`src/rtl/instr_fetch.sv`:
```
// Instruction fetcher for simple_cpu: writable store plus PC, holds each word for its CU step count.
// Latency: word registered on issue edge; backpressure: none, loads/start only honoured outside RUN.
module instr_fetch #(
   parameter int INSTR_WIDTH = 20,
   parameter int PC_BITS     = 5,
   parameter int STD_CYCLES  = 3,
   parameter int MEM_CYCLES  = 4
) (
   input  logic                   clk,
   input  logic                   rst,
   input  logic                   load_en,
   input  logic [PC_BITS-1:0]     load_addr,
   input  logic [INSTR_WIDTH-1:0] load_data,
   input  logic                   start,
   output logic [INSTR_WIDTH-1:0] instruction,
   output logic [PC_BITS-1:0]     pc,
   output logic                   issue,
   output logic                   busy,
   output logic                   halted
);
   localparam int HW = $clog2(MEM_CYCLES + 2);

   typedef enum logic [1:0] {IDLE, RUN, HALT} state_t;

   state_t                 state_q, state_d;
   logic [INSTR_WIDTH-1:0] instr_q, instr_d;
   logic [PC_BITS-1:0]     pc_q, pc_d;
   logic [HW-1:0]          hold_q, hold_d;
   logic                   issue_q, issue_d;

   logic [INSTR_WIDTH-1:0] mem_q [0:2**PC_BITS-1];
   logic [PC_BITS-1:0]     fetch_addr;
   logic [INSTR_WIDTH-1:0] rd_word;
   logic                   rd_halt;
   logic [HW-1:0]          rd_hold;
   logic                   fetch;
   logic                   first;

   // Store is not reset; writes are locked out in RUN so fetches never race a write.
   always_ff @(posedge clk) begin
      if (load_en && state_q != RUN) begin
         mem_q[load_addr] <= load_data;
      end
   end

   assign fetch_addr = (state_q == RUN) ? pc_q + PC_BITS'(1) : '0;
   assign rd_word    = mem_q[fetch_addr];
   assign rd_halt    = (rd_word[INSTR_WIDTH-1:INSTR_WIDTH-2] == 2'b00);
   assign rd_hold    = (rd_word[INSTR_WIDTH-1:INSTR_WIDTH-2] == 2'b01) ? HW'(STD_CYCLES - 1)
                                                                       : HW'(MEM_CYCLES - 1);

   always_comb begin
      state_d = state_q;
      instr_d = instr_q;
      pc_d    = pc_q;
      hold_d  = hold_q;
      issue_d = 1'b0;
      fetch   = 1'b0;
      first   = 1'b0;
      case (state_q)
         IDLE, HALT: begin
            if (start && !load_en) begin
               fetch = 1'b1;
               first = 1'b1;
            end
         end
         RUN: begin
            if (hold_q == '0) begin
               fetch = 1'b1;
            end else begin
               hold_d = hold_q - HW'(1);
            end
         end
         default: state_d = IDLE;
      endcase
      // First word gets one extra cycle for the CU's RESET->DECODE step.
      if (fetch) begin
         issue_d = 1'b1;
         pc_d    = fetch_addr;
         if (rd_halt) begin
            instr_d = '0;
            hold_d  = '0;
            state_d = HALT;
         end else begin
            instr_d = rd_word;
            hold_d  = rd_hold + HW'(first);
            state_d = RUN;
         end
      end
   end

   always_ff @(posedge clk or posedge rst) begin
      if (rst) begin
         state_q <= IDLE;
         instr_q <= '0;
         pc_q    <= '0;
         hold_q  <= '0;
         issue_q <= 1'b0;
      end else begin
         state_q <= state_d;
         instr_q <= instr_d;
         pc_q    <= pc_d;
         hold_q  <= hold_d;
         issue_q <= issue_d;
      end
   end

   assign instruction = instr_q;
   assign pc          = pc_q;
   assign issue       = issue_q;
   assign busy        = (state_q == RUN);
   assign halted      = (state_q == HALT);
endmodule

```
`config.mk`:
```
export PLATFORM = sky130hd
export DESIGN_NAME = instr_fetch
export DESIGN_NICKNAME = d
export VERILOG_FILES = /design/src/rtl/instr_fetch.sv
export SDC_FILE = /design/constraint.sdc
export NUM_CORES = 1
export LEC_CHECK = 0
export ABC_AREA = 1
export CAP_MARGIN = 20
export CORE_MARGIN = 1.5
export CORE_UTILIZATION = 40
export CTS_BUF_LIST = sky130_fd_sc_hd__clkbuf_16
export CTS_CLUSTER_SIZE = 8
export DETAILED_ROUTE_END_ITERATION = 12
export PLACE_DENSITY = 0.61
export SYNTH_ARGS = -nofsm -noshare
export SYNTH_HDL_FRONTEND = slang
export SYNTH_SLANG_ARGS = --single-unit
export TNS_END_PERCENT = 50
```
`constraint.sdc`:
```
create_clock -name clk -period 3.28 [get_ports clk]
set_input_delay 0.656 -clock clk [delete_from_list [all_inputs] [get_ports clk]]
set_output_delay 0.656 -clock clk [all_outputs]
set_load 0.1 [all_outputs]
```
==> results.json <==
{
  "num_rows": 95,
  "timing.critical_path.max_delay_family": "buffers and inverters",
  "unrepaired_setup_endpoints_after_global_routing": "no",
  "cts.repair_timing.setup_buffer_count": 0,
  "synth.ff_latch_count": 671,
  "netlist-cell-type-count": 26,
  "grt_max_degree": 86,
  "slew_headroom_pct": 49.0,
  "place_congestion": 0.870,
  "dominantRegCellSynth": "edfxtp_1",
  "whs_ns": 0.478,
  "clockBufferDepth": 3,
  "drive_above_1_share_pct": 12.0,
  "period_needed_ns": 2.87,
  "place.detailed.instances": 3188,
  "synth_sequential_area_ratio_pct": 73.8,
  "worstPathRequired_ns": 3.83,
  "yosysWarningCount": 0,
  "timing_max_transition_violations_final": 0,
  "clkLatencyLatePin_ns": 0.62,
  "dp_slack_ns": 0.433,
  "worstPathArrival_ns": 3.42,
  "cap_viol_max_count": 0,
  "layout_worst_path_cycle_share_pct": 87.6,
  "power.share.switching_pct": 31.4,
  "post_cts.resized_instances": 0,
  "yosys.area.top_type": "edfxtp_1",
  "kind_of_start_point_of_the_critical_path": "flip-flop",
  "ctsHtreeMaxLevel": 3,
  "result_of_the_run": "finished, final reports clean",
  "mappedNetlistNets": 2307,
  "drc_errors": 0,
  "wl_per_cell_microns": 22.2,
  "p_leak_nw": 12.2,
  "worst_path_most_repeated_cell": "nor2_1",
  "average_size_of_a_mapped_cell_sq_um": 11.9,
  "avgViaCountPerCell": 5.44,
  "timing_hold_violations_final": 0,
  "hold_buffers": 0,
  "cts_root_buffer": "clkbuf_16",
  "max_vdd_drop_mv": 0.620,
  "die_w_microns": 263,
  "final.setup.worst_slack_ns": 0.407,
  "fin_skew_ns": 0.0157,
  "timing.fmax_ghz": 0.348,
  "critical_path.cell_chain": "ha_1 -> nor2_1 -> nor2_1 -> nand2_4 -> inv_2 -> buf_4 -> nand3_1 -> nand3_1 -> nand2_1 -> a31oi_1 -> buf_4 -> nor2_1 -> o21ai_1",
  "core-area_sq_um": 67200,
  "layout.cell_area.non_filler_sq_um": 31800,
  "seq_power_share_pct": 42.1,
  "initial_core_util_pct": 40.3,
  "route.vias.total": 18200,
  "nNetsFinal": 2443,
  "ios": 57,
  "setup-violations-final": 0,
  "antenna_cells_inserted": 0,
  "cellPowerDensity_nw_per_um2": 735,
  "crit_type": "reg -> reg",
  "timing_worst_slew_pin_value_ns": 0.765,
  "synthTopCellsByCount": "nand2_1, edfxtp_1, nand3_1, nor2_1, buf_2",
  "synth_enable_flop_cells": 640,
  "setup-tns-final_ns": 0,
  "worst_setup_path_end_kind": "flip-flop",
  "detailed_place_hpwl_microns": 44400,
  "netlist_instances": 2274,
  "floorplan.die_area_sq_um": 69300,
  "grt.total_usage_pct": 21.4,
  "fin_cells": 3342,
  "power.internal_mw": 16.0,
  "power.switching_mw": 7.33,
  "grt_overflow": 0,
  "fin_util_pct": 47.3,
  "critical_path.max_fanout": 29,
  "syn-cell-area_sq_um": 27100,
  "clock_sink_total": 671,
  "share_clk_of_total_power_pct": 36.2,
  "die_height_microns": 263,
  "grt_antenna_before_repair": 1,
  "post-synth-top-count-cell": "nand2_1",
  "numCtsBuffers": 93,
  "synthDominantCellAreaShare_pct": 70.9,
  "firstDrtPassIters": 5,
  "place.port_buffers": 56,
  "cts_tree": "yes",
  "grt_first_pass_wirelength_microns": 112000,
  "ant_nets": 0,
  "detailedRoute.firstIterationViolations": 1964,
  "critPathBufInv": 3,
  "first_global_vias": 18000,
  "critical-path-max-stage-delay_ns": 0.52,
  "synth_area_leaders": "edfxtp_1, nand3_1, nand2_1",
  "wirelength_microns": 74100,
  "path_clk_slew_ns": 0.05,
  "hold_path_class": "in -> async",
  "asyncSetResetFlopFracSynth_pct": 4.62,
  "placement.cell_area_sq_um": 29200,
  "synthesis_to_layout_area_growth_pct": 17.3,
  "power_mw": 23.4,
  "power_frac_comb_pct": 21.7,
  "cp_slowest_cell": "dfrtp_1"
}
-- sequential cells by signal (all words and copies together) (netlist names) --
| register | flops |
|---|---|
| instruction | 20 |
| issue | 1 |
| pc | 5 |
| hold_q | 3 |
| mem_q | 640 |
| state_q | 2 |
-- worst register-to-register path, cell delays in order, from the launching register on --
cell     delay, ns
dfrtp_1       0.52
ha_1          0.26
nor2_1        0.05
nor2_1        0.19
nand2_4       0.09
inv_2         0.23
buf_4         0.43
nand3_1       0.16
nand3_1       0.09
nand2_1       0.10
a31oi_1       0.36
buf_4         0.20
nor2_1        0.04
o21ai_1       0.10
-- layout make-up --
type / instances / area (sq um)
Multi-Input combinational cell: 1412 / 6330
Inverter: 57 / 219
Timing Repair Buffer: 175 / 1540
Clock inverter: 59 / 226
Sequential cell: 671 / 20000
Clock buffer: 95 / 2380
Fill cell: 5841 / 35400
Tap cell: 873 / 1090
-- final timing paths --
kind | startpoint | endpoint | slack [ns] | cells past startpoint
max | pc[0] | instruction[10] | 0.41 | 13
min | rst | instruction[8] | 0.48 | 3
max in group asynchronous | rst | instruction[4] | 2.43 | 3
min in group clk | instruction[15] | instruction[15] | 0.51 | 2
max reg2reg | pc[0] | instruction[10] | 0.41 | 13
min reg2reg | instruction[15] | instruction[15] | 0.51 | 2
-- power by group through the flow --
stage | Combinational (mW) | Clock (mW) | Sequential, mW
6_report | 5.07 | 8.46 | 9.84
3_5_place_dp | 5.06 | 0 | 9.99
2_1_floorplan | 2.56 | 0 | 10.8
3_3_place_gp | 5.01 | 0 | 9.99
5_1_grt | 5.48 | 8.93 | 9.84
4_1_cts | 5.08 | 8.58 | 9.84
-- cells by family (layout without fill, tap and decap cells) --
logic type / after synthesis / after routing / synth area share [%]
XOR/XNOR: 1 / 1 / 0.0323
flip-flops: 671 / 671 / 73.8
AO/OA/AOI/OAI: 68 / 68 / 1.32
AND/OR/NAND/NOR: 1339 / 1339 / 21.4
buffers and inverters: 191 / 386 / 3.24
adder cells (fa/ha/maj): 4 / 4 / 0.185
-- placed cells by master, fill, tap and decap left out, types with 5 or more instances in the layout --
cell type        netlist  layout
nand2_1              673     673
edfxtp_1             640     640
nand3_1              567     567
buf_4                 16     133
inv_1                 52     110
clkbuf_16              0      95
nor2_1                81      49
nor2_2                 2      33
dfrtp_1               31      31
o21ai_0               29      29
clkdlybuf4s50_1        0      24
a21oi_1               19      19
buf_12                 0      14
a31oi_1               10      10
o21ai_1                8       8
or2_0                  5       5
-- metal layers --
metal / vias up / global-route usage [%] / routed length, microns
li1: 8306 / - / -
met1: 8976 / 29.8 / 31400
met2: 802 / 34.8 / 35600
met3: 107 / 3.25 / 5590
met4: 0 / 6.61 / 1510
met5: - / 0 / 0
Note: power is estimated with default switching activity, not from simulation.
